**src/rtl/l1_load_miss_queue_pkg.sv**
```systemverilog
// Shared widths, entry state encoding and address split helpers for the L1 load miss queue.
// A line address is {tag, set}; the set index occupies the low bits.
package l1_load_miss_queue_pkg;
  localparam int NUM_ENTRIES        = 4;
  localparam int ENTRY_IDX_WIDTH    = $clog2(NUM_ENTRIES);
  localparam int L1_ADDR_WIDTH      = 26;
  localparam int L1_SET_INDEX_WIDTH = 6;
  localparam int L1_TAG_WIDTH       = L1_ADDR_WIDTH - L1_SET_INDEX_WIDTH;
  localparam int L1_NUM_WAYS        = 4;
  localparam int L1_WAY_WIDTH       = $clog2(L1_NUM_WAYS);

  typedef enum logic [1:0] {
    MQ_IDLE          = 2'd0,
    MQ_WAIT_ISSUE    = 2'd1,
    MQ_WAIT_RESPONSE = 2'd2
  } mq_state_t;

  function automatic logic [L1_TAG_WIDTH-1:0] addr_tag(input logic [L1_ADDR_WIDTH-1:0] addr);
    return addr[L1_ADDR_WIDTH-1:L1_SET_INDEX_WIDTH];
  endfunction

  function automatic logic [L1_SET_INDEX_WIDTH-1:0] addr_set(input logic [L1_ADDR_WIDTH-1:0] addr);
    return addr[L1_SET_INDEX_WIDTH-1:0];
  endfunction
endpackage

```
**src/rtl/l1_load_miss_queue_arbiter.sv**
```systemverilog
// Round-robin grant over entries awaiting issue; the pointer moves past an entry only once it is acked.
// Latency: combinational grant from registered pointer/lock state.
// Backpressure: an unacked grant is locked so the presented request stays stable until ack.
module miss_queue_arbiter
  import l1_load_miss_queue_pkg::*;
(
  input  logic                       clk,
  input  logic                       reset,
  input  logic [NUM_ENTRIES-1:0]     req,
  input  logic                       ack,
  output logic                       grant_valid,
  output logic [ENTRY_IDX_WIDTH-1:0] grant
);
  logic [ENTRY_IDX_WIDTH-1:0] ptr;
  logic [ENTRY_IDX_WIDTH-1:0] lock_idx;
  logic [ENTRY_IDX_WIDTH-1:0] rr_idx;
  logic [ENTRY_IDX_WIDTH-1:0] cand;
  logic                       lock_vld;
  logic                       rr_found;

  always_comb begin
    rr_found = 1'b0;
    rr_idx   = ptr;
    cand     = ptr;
    for (int i = 0; i < NUM_ENTRIES; i++) begin
      cand = ptr + ENTRY_IDX_WIDTH'(i);
      if (!rr_found && req[cand]) begin
        rr_found = 1'b1;
        rr_idx   = cand;
      end
    end
    grant_valid = lock_vld | rr_found;
    grant       = lock_vld ? lock_idx : rr_idx;
  end

  always_ff @(posedge clk or posedge reset) begin
    if (reset) begin
      ptr      <= '0;
      lock_idx <= '0;
      lock_vld <= 1'b0;
    end else if (grant_valid) begin
      if (ack) begin
        ptr      <= grant + ENTRY_IDX_WIDTH'(1);
        lock_vld <= 1'b0;
      end else begin
        lock_vld <= 1'b1;
        lock_idx <= grant;
      end
    end
  end
endmodule

```
**src/rtl/l1_load_miss_queue.sv**
```systemverilog
// Per-strand L1 load miss tracking: allocate on miss, issue one L2 fill per entry, update tags and wake on fill.
// Latency: miss -> l2req one cycle; l2rsp -> update/wake one cycle. L1_MISS_MERGE_EN merges same-line misses.
// Backpressure: l2req_* hold until l2req_ack_i; an entry blocks its strand until its fill returns.
module l1_load_miss_queue
  import l1_load_miss_queue_pkg::*;
(
  input  logic                          clk,
  input  logic                          reset,
  input  logic                          miss_i,
  input  logic [L1_ADDR_WIDTH-1:0]      miss_addr_i,
  input  logic [L1_WAY_WIDTH-1:0]       miss_way_i,
  input  logic [ENTRY_IDX_WIDTH-1:0]    miss_strand_i,
  output logic                          l2req_valid_o,
  input  logic                          l2req_ack_i,
  output logic [L1_ADDR_WIDTH-1:0]      l2req_addr_o,
  output logic [ENTRY_IDX_WIDTH-1:0]    l2req_entry_o,
  input  logic                          l2rsp_valid_i,
  input  logic [ENTRY_IDX_WIDTH-1:0]    l2rsp_entry_i,
  output logic                          update_o,
  output logic [L1_WAY_WIDTH-1:0]       update_way_o,
  output logic [L1_TAG_WIDTH-1:0]       update_tag_o,
  output logic [L1_SET_INDEX_WIDTH-1:0] update_set_o,
  output logic [NUM_ENTRIES-1:0]        wake_strands_o,
  output logic [NUM_ENTRIES-1:0]        pending_o
);
  mq_state_t                  state  [NUM_ENTRIES];
  logic [L1_ADDR_WIDTH-1:0]   addr_q [NUM_ENTRIES];
  logic [L1_WAY_WIDTH-1:0]    way_q  [NUM_ENTRIES];
  logic [NUM_ENTRIES-1:0]     mask_q [NUM_ENTRIES];
  logic [NUM_ENTRIES-1:0]     issue_req;
  logic [NUM_ENTRIES-1:0]     strand_onehot;
  logic                       grant_valid;
  logic [ENTRY_IDX_WIDTH-1:0] grant;
  logic                       rsp_hit;
  logic                       alloc_ok;
  logic                       merge_hit;
  logic [ENTRY_IDX_WIDTH-1:0] merge_idx;

  miss_queue_arbiter u_arbiter (
    .clk         (clk),
    .reset       (reset),
    .req         (issue_req),
    .ack         (l2req_ack_i),
    .grant_valid (grant_valid),
    .grant       (grant)
  );

  assign rsp_hit       = l2rsp_valid_i && (state[l2rsp_entry_i] == MQ_WAIT_RESPONSE);
  assign alloc_ok      = miss_i && (state[miss_strand_i] == MQ_IDLE);
  assign strand_onehot = NUM_ENTRIES'(1) << miss_strand_i;
  assign l2req_valid_o = grant_valid;
  assign l2req_entry_o = grant;
  assign l2req_addr_o  = addr_q[grant];

  always_comb begin
    issue_req = '0;
    pending_o = '0;
    for (int i = 0; i < NUM_ENTRIES; i++) begin
      issue_req[i] = (state[i] == MQ_WAIT_ISSUE);
      if (state[i] != MQ_IDLE) pending_o = pending_o | mask_q[i];
    end
  end

`ifdef L1_MISS_MERGE_EN
  // An entry being filled this edge is about to go idle, so a matching miss must allocate afresh.
  always_comb begin
    merge_hit = 1'b0;
    merge_idx = '0;
    for (int i = 0; i < NUM_ENTRIES; i++) begin
      if (!merge_hit && state[i] != MQ_IDLE && addr_q[i] == miss_addr_i &&
          !(rsp_hit && l2rsp_entry_i == ENTRY_IDX_WIDTH'(i))) begin
        merge_hit = 1'b1;
        merge_idx = ENTRY_IDX_WIDTH'(i);
      end
    end
  end
`else
  assign merge_hit = 1'b0;
  assign merge_idx = '0;
`endif

  always_ff @(posedge clk or posedge reset) begin
    if (reset) begin
      for (int i = 0; i < NUM_ENTRIES; i++) begin
        state[i]  <= MQ_IDLE;
        addr_q[i] <= '0;
        way_q[i]  <= '0;
        mask_q[i] <= '0;
      end
    end else begin
      for (int i = 0; i < NUM_ENTRIES; i++) begin
        if (grant_valid && l2req_ack_i && grant == ENTRY_IDX_WIDTH'(i)) state[i] <= MQ_WAIT_RESPONSE;
        if (rsp_hit && l2rsp_entry_i == ENTRY_IDX_WIDTH'(i)) state[i] <= MQ_IDLE;
        if (alloc_ok && merge_hit && merge_idx == ENTRY_IDX_WIDTH'(i)) mask_q[i] <= mask_q[i] | strand_onehot;
        if (alloc_ok && !merge_hit && miss_strand_i == ENTRY_IDX_WIDTH'(i)) begin
          state[i]  <= MQ_WAIT_ISSUE;
          addr_q[i] <= miss_addr_i;
          way_q[i]  <= miss_way_i;
          mask_q[i] <= strand_onehot;
        end
      end
    end
  end

  always_ff @(posedge clk or posedge reset) begin
    if (reset) begin
      update_o       <= 1'b0;
      update_way_o   <= '0;
      update_tag_o   <= '0;
      update_set_o   <= '0;
      wake_strands_o <= '0;
    end else begin
      update_o       <= rsp_hit;
      update_way_o   <= rsp_hit ? way_q[l2rsp_entry_i] : '0;
      update_tag_o   <= rsp_hit ? addr_tag(addr_q[l2rsp_entry_i]) : '0;
      update_set_o   <= rsp_hit ? addr_set(addr_q[l2rsp_entry_i]) : '0;
      wake_strands_o <= rsp_hit ? mask_q[l2rsp_entry_i] : '0;
    end
  end

`ifdef SIMULATION
  always_ff @(posedge clk) begin
    if (!reset) begin
      assert (!(miss_i && state[miss_strand_i] != MQ_IDLE))
        else $error("miss allocated on busy strand %0d", miss_strand_i);
      assert (!(l2rsp_valid_i && state[l2rsp_entry_i] != MQ_WAIT_RESPONSE))
        else $error("l2 response for entry %0d not awaiting a fill", l2rsp_entry_i);
    end
  end
`endif
endmodule

```
**config.mk**
```make
export PLATFORM = sky130hd
export DESIGN_NAME = l1_load_miss_queue
export DESIGN_NICKNAME = d
export VERILOG_FILES = /design/src/rtl/l1_load_miss_queue_pkg.sv /design/src/rtl/l1_load_miss_queue_arbiter.sv /design/src/rtl/l1_load_miss_queue.sv
export SDC_FILE = /design/constraint.sdc
export NUM_CORES = 1
export LEC_CHECK = 0
export ABC_AREA = 1
export CORE_UTILIZATION = 55
export DETAILED_ROUTE_END_ITERATION = 8
export PLACE_DENSITY = 0.79
export SYNTH_ARGS = -nofsm -noshare
export SYNTH_HDL_FRONTEND = slang
export SYNTH_SLANG_ARGS = --single-unit
export TNS_END_PERCENT = 50
```
**constraint.sdc**
```tcl
create_clock -name clk -period 8.35 [get_ports clk]
set_clock_uncertainty 0.05 [all_clocks]
set_input_delay 1.67 -clock clk [delete_from_list [all_inputs] [get_ports clk]]
set_output_delay 1.67 -clock clk [all_outputs]
set_load 0.01 [all_outputs]
```
# Yosys cells after proc, flatten, opt, wreduce, memory -nomap -nowiden
# Index checks and enable logic that the tools add are counted.
# Widths: inputs -> output; s select.
[op_classes]
order_cmp = 7
muxes = 55
eq_ne = 14
n_shift = 1
bitwise = 8
reduce_logical = 35
n_addsub = 4
[ops]
columns = ["operator", "count"]
rows = [
  ["$bmux 26 s2", 2],
  ["$mux 26", 4],
  ["$mux 2", 23],
  ["$mux 4", 7],
  ["$mux 20", 1],
  ["$logic_and 1x1->1", 18],
  ["$eq 2x1->1 const B", 7],
  ["$eq 2x2->1 const B", 7],
  ["$bmux 2 s2", 3],
  ["$lt 2x3->1 const B", 4],
  ["$or 4x4->4", 3],
  ["$reduce_bool 3->1", 4],
  ["$ge 3x3->1 const B", 3],
  ["$mux 1", 9],
  ["$not 2->3", 3],
  ["$bmux 1 s2", 4],
  ["$bmux 4 s2", 1],
  ["$logic_not 2->1", 4],
  ["$reduce_bool 2->1", 4],
  ["$mux 6", 1],
  ["$add 2x1->2 const B", 2],
  ["$add 2x2->2 const B", 2],
  ["$reduce_and 2->1", 2],
  ["$shl 1x2->4 const A", 1],
  ["other kinds (3)", 5],
]
[totals]
in_bits = 37
reg_bits = 174

# Logic depth before layout (Yosys ltp)
[depth]
word_depth = 19
depth_mapped = 18

# By module
# From an unflattened synthesis, not the netlist that was laid out.
[unflattened]
hier_cells = 1107
area_unflattened_um2 = 8889.8
[modules_own_cells]
columns = ["module", "seq_area_each_um2", "instances", "cells_each", "area_each_um2"]
rows = [
  ["l1_load_miss_queue", 4229.1, 1, 1024, 8341.8],
  ["miss_queue_arbiter", 125.1, 1, 83, 548.0],
]

# Worst setup path before layout
# Ideal clock, no wire load.
[synth_timing]
path_kind = "register to output"
from = "register u_arbiter.ptr[0]"
to = "output l2req_addr_o[4]"
t_required_ns = 6.630
stages_incl_launch_ff = 17
t_arrival_ns = 1.706
n_path_buf = 3
slack_ns = 4.924
path_cell_list = "dfrtp_1 buf_6 inv_8 nand2_1 nand2_2 nand3_2 nand2_2 nand2_1 nor2_2 nand3_1 nand3_1 nand2_1 buf_6 buf_6 o21ai_2 nand2_1 nand2_1"
[synth_between]
elab_chain_len = 17
elab_cells_between_ends = 28
classes_between = "3 x add/sub; 18 x mux; 1 x bitwise; 6 x reduce/logical"
[synth_rtl]
columns = ["item", "line", "source"]
rows = [
  ["start, declared", "l1_load_miss_queue_arbiter.sv:14", "logic [ENTRY_IDX_WIDTH-1:0] ptr;"],
  ["start signal, assigned", "l1_load_miss_queue_arbiter.sv:43", "ptr <= grant + ENTRY_IDX_WIDTH'(1);"],
  ["parallel branches: the longest is 11 deep, another holds $add 2x1->2", "-", ""],
  ["$mux 2 (*)", "l1_load_miss_queue_arbiter.sv:27", "if (!rr_found && req[cand]) begin"],
  ["$mux 2 (*)", "l1_load_miss_queue_arbiter.sv:33", "grant = lock_vld ? lock_idx : rr_idx;"],
  ["$not 2->3 (not written as such) (*)", "l1_load_miss_queue.sv:53", "assign l2req_addr_o = addr_q[grant];"],
  ["$bmux 26 s2 (*)", "l1_load_miss_queue.sv:53", ""],
  ["$mux 26 (not written as such) (*) (2 in series)", "l1_load_miss_queue.sv:53", ""],
  ["end, declared", "l1_load_miss_queue.sv:15", "output logic [L1_ADDR_WIDTH-1:0] l2req_addr_o,"],
]
# Every way passes the cells marked *. The select of a mux whose other input is x is not followed.

# Worst setup path in the final report
[layout_timing]
from = "register u_arbiter.ptr[0]"
to = "output l2req_addr_o[2]"
# Same word-level chain as after synthesis.

==> metrics.txt <==
initial antenna violation count 0; M2 GR Usage 0.4543; Worst path slowest cell nand2_2; Hold Path Depth 2; worst r2r path cells 7; post_cts resized 0; reg-to-reg endpoint addr_q[74]; Leakage roughly 5 nW; first drt pass iteration count 5; Ys Warns 0; Die W between 100 and 150 um; Crit path buffers/inverters 1; maximum fanout along the worst path 52; routed len/inst 16.23 um; Post-route DRC 0; Antenna Violating Nets Remaining 0; TNS Setup 0 ns; commonest cells in the netlist nand2_1 (481), dfrtp_1 (174), o21ai_0 (84), inv_1 (63), clkbuf_1 (40); EDFF count, synth 0; Slew headroom 0.2301; Overflow after GRT 0; Fin. Hold Viols 0; top cell type's share of synthesized area 0.5279; Rows 44; Max Root-Sink Buffers 2; port bufs a little over 100; hold buffers post-CTS 0; io pins 103; Peak Freq 0.1828 GHz; Crit Path Category flip-flop to output port; drt via density between 5 and 6; cell accounting for the most synthesized area dfrtp_1; Final #Nets 1153; #FFs+latches synth 174; Min-Delay Endpoint mask_q[6]; met3 global-route usage 0.04682; CP dominant cell by count nand2_1; Startpoint Class flip-flop; drt initial violations 816; Reg clk slew, reported paths 0.07 ns; r2r setup slk 5.33 ns; Async SR Flop Fraction 1.000; Post-Syn Nets 1081; die area 15490 um2; worst slew pin tran 1.151 ns; CP arrival 3.75 ns; gpl congestion 0.8970; vias in the first global route 7070; min-delay src mask_q[6]; Placement Cell Area 9311 um2; most common cell in the netlist nand2_1; Avg Inst Size Synth roughly 7.9 um2; sequential area share after synthesis 0.5279; unrepaired setup endpoints after global routing no; H-tree depth 4; distinct cell type count after synthesis 29; CP Cell Sequence nand2_1, nand2_2, nand3_1, nand2_2, nand4_1, nand2_1, nand3_2, nand2_2, nand2_1, nand2_1, nand2_1, nand2_1, clkdlybuf4s50_1; Tmin final 5.471 ns; PD cells 409.9 nW/um2; Setup WS post-layout 2.879 ns; largest net degree at the start of global routing about 110; Placement Setup Slack about 3.5 ns; Post-CTS Setup Bufs 0; slowest stage delay, CP roughly 0.84 ns; pins over their slew limit 0; Sink Count 174; share of cells above drive strength 1 0.06377; critical path endpoint category output port; Syn Inst Count 1044; GR peak layer met2; WP data required roughly 6.6 ns; Die Span Y 124.5 um; Mapped Area 8248 um2; Most used DFF post-synth dfrtp_1; maximum VDD drop 280.5 uV; clock root cell clkbuf_16; TritonCTS clock tree yes; M1 GR Usage 0.4019; initial core utilization 0.5654; number of setup violations in the final report 0; reg-to-reg startpoint state[2]; core area 14590 um2; fin area slightly below 10000 um2; max_cap viols 0; clock latency on the worst-skew pair 0.43 ns; Antenna Cells 0; first-pass GRT wire length 35340 um; Total GRT Usage 0.2882; Via Count 7435; area delta synth->final 19.52%; fin crit share 0.6553; run status complete, no violations; Synth area leaders dfrtp_1 (53%), nand2_1 (22%), o21ai_0 (5.1%), a22oi_1 (3.1%), inv_1 (2.9%); number of CTS-inserted buffers 17; Post-Route WL approximately 21000 um; CP Launch Point u_arbiter.ptr[0]; Worst Hold Class flip-flop to flip-flop; CP top delay family simple AND/OR/NAND/NOR gates; DP HPWL 12250 um
-- area by class of cell --
class	count	area (um2)
Clock buffer	22	484.2
Multi-Input combinational cell	745	3368
Fill cell	1208	4731
Sequential cell	174	4354
Tap cell	184	230.2
Clock inverter	10	62.56
Timing Repair Buffer	112	1096
Inverter	66	262.8
-- registers in the layout (all words and copies together), names as in the netlist --
name and count:
u_arbiter.lock_vld 1, addr_q 104, update_set_o 6, mask_q 16, state 8, update_way_o 2
wake_strands_o 4, way_q 8, update_o 1, u_arbiter.lock_idx 2, update_tag_o 20, u_arbiter.ptr 2
-- layout by cell type (no fill, tap or decap), drive strengths merged, types with 7 or more instances in the layout --
master / instances
clkinv: 7
clkbuf: 22
clkdlybuf4s50: 102
nand3: 30
a22oi: 34
a21oi: 8
o21ai: 121
buf: 10
dfrtp: 174
inv: 67
nor2: 18
nand2: 489
a31oi: 33
-- worst max-delay path by stage --
stage / end / slack, ns / cells past startpoint
4_1_cts: l2req_addr_o[2] / 2.93 / 13
3_5_place_dp: l2req_addr_o[22] / 3.47 / 14
2_1_floorplan: addr_q[0] / 1.91 / 1
5_1_grt: l2req_addr_o[11] / 2.67 / 13
3_3_place_gp: l2req_addr_o[13] / 3.54 / 15
6_report: l2req_addr_o[2] / 2.88 / 13
-- worst register-to-register path: cells and delay by family (launching register included) --
kind | cells | cell delay [ns]
DFF | 1 | 0.45
AOI/OAI and AO/OA | 2 | 0.47
buffers and inverters | 2 | 0.75
and+or+nand+nor | 3 | 1.16
-- metal layers --
metal  vias up  share of wire
met3        47          0.071
li1       3516              -
met5         -              0
met2       345           0.48
met4         0          0.022
met1      3527           0.43
-- per-stage QoR --
| stage | hold WS (ns) | std cells | power [mW] | utilization |
|---|---|---|---|---|
| 6_report | 0.4302 | 1313 | 4.041 | 0.6757 |
| 3_3_place_gp | 0.4148 | 1281 | 3.245 | 0.6383 |
| 3_5_place_dp | 0.4155 | 1281 | 3.282 | 0.6383 |
| 4_1_cts | 0.4311 | 1313 | 4.033 | 0.6757 |
| 2_1_floorplan | 0.3982 | 1044 | 2.604 | - |
| 5_1_grt | 0.4691 | 1313 | 4.338 | 0.6757 |
-- cells by family (layout without fill, tap and decap cells) --
| kind of cell | Yosys count | in the layout | share of synthesized area |
|---|---|---|---|
| and+or+nand+nor | 542 | 542 | 0.2612 |
| AOI/OAI and AO/OA | 203 | 203 | 0.1429 |
| DFF | 174 | 174 | 0.5279 |
| buffers and inverters | 125 | 210 | 0.06796 |
-- power breakdown --
part	internal, mW	switching, mW
sequential	1.16	0.261
combinational	0.767	1.12
clock	0.410	0.326
total	2.34	1.70
Power figures use the tool's default switching activity.
==> patch 1, RTL diff (config.mk and constraints unchanged) <==
Take the reset off `update_tag_o` and `update_set_o` and load them in a clocked block of their own.
--- a/src/rtl/l1_load_miss_queue.sv
+++ b/src/rtl/l1_load_miss_queue.sv
@@ -106,16 +106,17 @@
     if (reset) begin
       update_o       <= 1'b0;
       update_way_o   <= '0;
-      update_tag_o   <= '0;
-      update_set_o   <= '0;
       wake_strands_o <= '0;
     end else begin
       update_o       <= rsp_hit;
       update_way_o   <= rsp_hit ? way_q[l2rsp_entry_i] : '0;
-      update_tag_o   <= rsp_hit ? addr_tag(addr_q[l2rsp_entry_i]) : '0;
-      update_set_o   <= rsp_hit ? addr_set(addr_q[l2rsp_entry_i]) : '0;
       wake_strands_o <= rsp_hit ? mask_q[l2rsp_entry_i] : '0;
     end
+  end
+
+  always_ff @(posedge clk) begin
+    update_tag_o <= rsp_hit ? addr_tag(addr_q[l2rsp_entry_i]) : '0;
+    update_set_o <= rsp_hit ? addr_set(addr_q[l2rsp_entry_i]) : '0;
   end
 
 `ifdef SIMULATION
Behaviour: differs if reset is asserted again (counterexample within 4 cycles, from zero or initial values and one cycle with reset high); with reset held inactive, the same outputs for 4 cycles.
==> patch 1 against the original RTL <==
  * Worst hold slack better by 0.0099 ns
  * Maximum frequency is 3.6% higher
  * Routed wire length decreased by 1.8%
  * Count of clock-buffer cells in the layout is 3 lower
  * Worst setup slack better by 0.19 ns
  * Clock power is 6.5% higher
  * Final area down 1.2%
  * Total power rose by 0.48%
  * Synthesized area fell by 1.9%
  * Critical path depth is 1 higher
  * Register-to-register slack gained 0.19 ns
  * Sequential cell count is the same
  * Cell count down 0.46%
  * Critical endpoint is now l2req_addr_o[1]
  * Largest cell class unchanged
==> patch 1: results (changes against the original RTL) <==
- Run status: complete, no violations
- Wire length on met3: 1700 µm (+13%)
- Final Worst Setup Slack: 3.07 ns (+0.188 ns)
- Worst Hold Slack: 0.440 ns (+0.00995 ns)
- Metal-1 WL: 8710 µm (-3.9%)
- Static power due to leakage: 0.00472 µW (-3.6%)
- Library cell contributing the largest single delay on the critical path: sky130_fd_sc_hd__dfrtp_1
- Critical path peak fanout: 56 (+7.7%)
- Worst Path Arrival: 3.56 ns (-0.19 ns)
- IR drop worst, VDD: 0.287 mV (+2.2%)
- Global-route wire length before repair: 33,900 µm (-4.1%)
- Combined global-route utilization of all metal layers: 0.296 (+0.00749)
- Maximum number of pins on one net before global-route repair: 82 (-28%)
- Met3 usage: 0.0554 (+0.00853)
- Routed via count divided by cell count: 5.67 (+0.20%)
- Net Count, Synth: 1,079 (-0.19%)
- Slack of the worst reg-to-reg path: 5.52 ns (+0.19 ns)
- Total wirelength of the detailed-routed design: 20,900 µm (-1.8%)
- Fraction of met1 tracks used by global routing: 0.382 (-0.0203)
- Cell depth of the worst flop-to-flop path: 11 (+4)
- Vias in the first global route: 6,879 (-2.7%)
- Proportion of synthesized chip area in sequential cells: 0.522 (-0.00580)
- Final nets: 1,151 (-0.17%)
- Number of instances in the placed design: 1,275 (-0.47%)
- Layout cells sized above 1: 0.0594 (-0.00432)
- Max transition margin: 0.287 (+0.0574)
- Filler cells: 1,133 (-6.2%)
- Critical Path Sink: l2req_addr_o[1]
- WL met2: 10000 µm (-2.6%)
- Endpoint with the worst hold slack: mask_q[9]
-- patch 1: stage by stage --
step	power (µW)	instance area, µm²
floorplan	2560	8090
global placement	3210	9160
detailed placement	3260	9160
CTS	4050	9740
global route	4360	9740
finish	4060	9740
-- patch 1: area by class of cell --
cell class / instances / area, µm² / share of cell area
Sequential cell: 174 / 4220 / 0.434
Clock inverter: 13 / 138 / 0.0141
Tap cell: 180 / 225 / 0.0231
Inverter: 76 / 297 / 0.0304
Multi-Input combinational cell: 734 / 3330 / 0.341
Clock buffer: 19 / 443 / 0.0455
Timing Repair Buffer: 111 / 1090 / 0.112
-- patch 1: report_power, final --
part / internal (µW) / switching [µW] / leakage, µW
registers: 1160 / 265 / 0.00207
clock network: 449 / 335 / 0.000280
logic: 755 / 1100 / 0.00237
-- patch 1: logic make-up after synthesis --
group,after synthesis,synth area share
AOI/OAI and AO/OA,219,0.154
buffers and inverters,134,0.0710
and+or+nand+nor,515,0.253
DFF,174,0.522
==> patch 2, RTL diff (same settings) <==
Made on the original files. Add a define of `L1_MISS_MERGE_EN`.
--- a/src/rtl/l1_load_miss_queue.sv
+++ b/src/rtl/l1_load_miss_queue.sv
@@ -1,6 +1,8 @@
 // Per-strand L1 load miss tracking: allocate on miss, issue one L2 fill per entry, update tags and wake on fill.
 // Latency: miss -> l2req one cycle; l2rsp -> update/wake one cycle. L1_MISS_MERGE_EN merges same-line misses.
 // Backpressure: l2req_* hold until l2req_ack_i; an entry blocks its strand until its fill returns.
+`define L1_MISS_MERGE_EN
+
 module l1_load_miss_queue
   import l1_load_miss_queue_pkg::*;
 (
Function: changed (Yosys sat finds a counterexample within 4 cycles, from zero or initial values and one cycle with reset high).
==> patch 2 against the original RTL <==
  * Worst setup slack worse by 0.29 ns
  * Synthesized area is 31% higher
  * Largest power group unchanged
  * Maximum frequency is 5.0% lower
  * Routed wire length is 71% higher
  * Final area grew 26%
  * Sequential cell count is the same
  * Clock power up 13%
  * Total power rose by 25%
==> patch 2: results (changes against the original RTL) <==
- Top Registers: addr_q: 104 flops, update_tag_o: 20 flops, mask_q: 16 flops
- Synth top cells by count: 612 x sky130_fd_sc_hd__nand2_1, 189 x sky130_fd_sc_hd__inv_1, 174 x sky130_fd_sc_hd__dfrtp_1
- Slew at the pin closest to its max-slew limit: 0.985 ns (-0.166 ns)
- Comb power frac: 0.531 (+0.065)
- Net Count, Synth: 1,624 (+50%)
- Global-route wire length before repair: 56,700 µm (+60%)
- Metal-1 WL: 13,800 µm (+52%)
- Library cells used by synthesis: 32 (+10%)
- Hold-critical path depth: 2 (unchanged)
- Compound-gate portion of the synthesized area: 0.0780 (-0.0649)
- Layout cells sized above 1: 0.0547 (-0.00910)
- IR drop worst, VDD: 0.276 mV (-1.6%)
- Quantity of gates resized following cts: 0 (unchanged)
- Mean routed wirelength per cell: 19.3 µm (+19%)
- HPWL after DPL: 23,800 µm (+94%)
- Top routing layer used: met4
- Avg Synthesized Cell Area: 6.82 µm² (-14%)
- Maximum number of pins on one net before global-route repair: 101 (-11%)
- Cell depth of the worst flop-to-flop path: 11 (+4)
- Post-synthesis mux area share: 0 (unchanged)
- Critical path peak fanout: 49 (-5.8%)
- Worst-path clk slew: 0.06 ns
- Static power due to leakage: 0.00633 µW (+29%)
- Xor and xnor fraction of the mapped netlist area: 0.0300 (+0.0300)
- Final weighted congestion in routability-driven placement: 1.00 (+12%)
- Synth top area cells: sky130_fd_sc_hd__dfrtp_1 40%, sky130_fd_sc_hd__nand2_1 21%, sky130_fd_sc_hd__nand3_1 6.6%
- Proportion of synthesized chip area in sequential cells: 0.403 (-0.125)
- Iteration count of the initial detailed-routing pass: 6 (+1)
- Run status: complete, no violations
- Wire length on met3: 4230 µm (+180%)
- Placement-stage cell area: 0.0118 mm² (+27%)
- Combined global-route utilization of all metal layers: 0.370 (+0.0819)
- Setup repair bufs after CTS: 0 (unchanged)
- Reg power frac: 0.305 (-0.047)
- Share of async-settable or async-resettable flops after synthesis: 1.00 (unchanged)
- Total net switching power: 2360 µW (+39%)
- Total wirelength of the detailed-routed design: 36,400 µm (+71%)
- Worst Path Arrival: 6.02 ns (+2.27 ns)
- Number of antenna violations at the first check in global routing: 0 (unchanged)
- Library cell contributing the largest single delay on the critical path: sky130_fd_sc_hd__nand3_2
- Final nets: 1,658 (+44%)
- Clock latency at the later pin of the worst-skew pair: 0.44 ns
- Number of instances in the placed design: 1,858 (+45%)
- Worst setup slack before clock tree synthesis: 2.39 ns (-1.07 ns)
- Total via count after detailed routing: 11,300 (+52%)
- Max-capacitance violation count: 0 (unchanged)
- Internal power consumption: 2700 µW (+16%)
- Adder-cell share of the synthesized area: 0.00463 (+0.00463)
- Iteration-0 DRC count of the detailed router: 1,454 (+78%)
- WL met2: 16,400 µm (+60%)
- Slowest stage delay, CP: 0.85 ns
- Vias in the first global route: 10,400 (+47%)
- Clock root buffer master: sky130_fd_sc_hd__clkbuf_16
-- patch 2: layout make-up --
type	count	area, µm²
clock buffers	21	460
repair buffers	119	1150
inverters	204	771
flip-flops and latches	174	4350
fillers	1682	6560
well taps	260	325
clock inverters	9	136
multi-input cells	1101	5200
-- patch 2: worst paths after layout --
path,slack (ns),end,startpoint
hold reg to reg,0.43,way_q[2],way_q[2]
setup / recovery,2.59,addr_q[57],l2rsp_entry_i[1]
hold / removal,0.43,way_q[2],way_q[2]
max in group asynchronous,4.98,u_arbiter.lock_idx[0],reset
min in group asynchronous,1.74,addr_q[86],reset
setup reg to reg,4.57,addr_q[57],state[4]
-- patch 2: critical path: cells and delay by family --
kind | cells | cell delay [ns]
AOI/OAI and AO/OA | 1 | 0.19
buffers and inverters | 4 | 1.82
and+or+nand+nor | 8 | 2.28
-- patch 2: layer usage --
metal  up-vias  global-route usage
met5         -                   0
met4         0               0.198
met3       147              0.0845
met2       796               0.581
met1      5222               0.476
li1       5114                   -
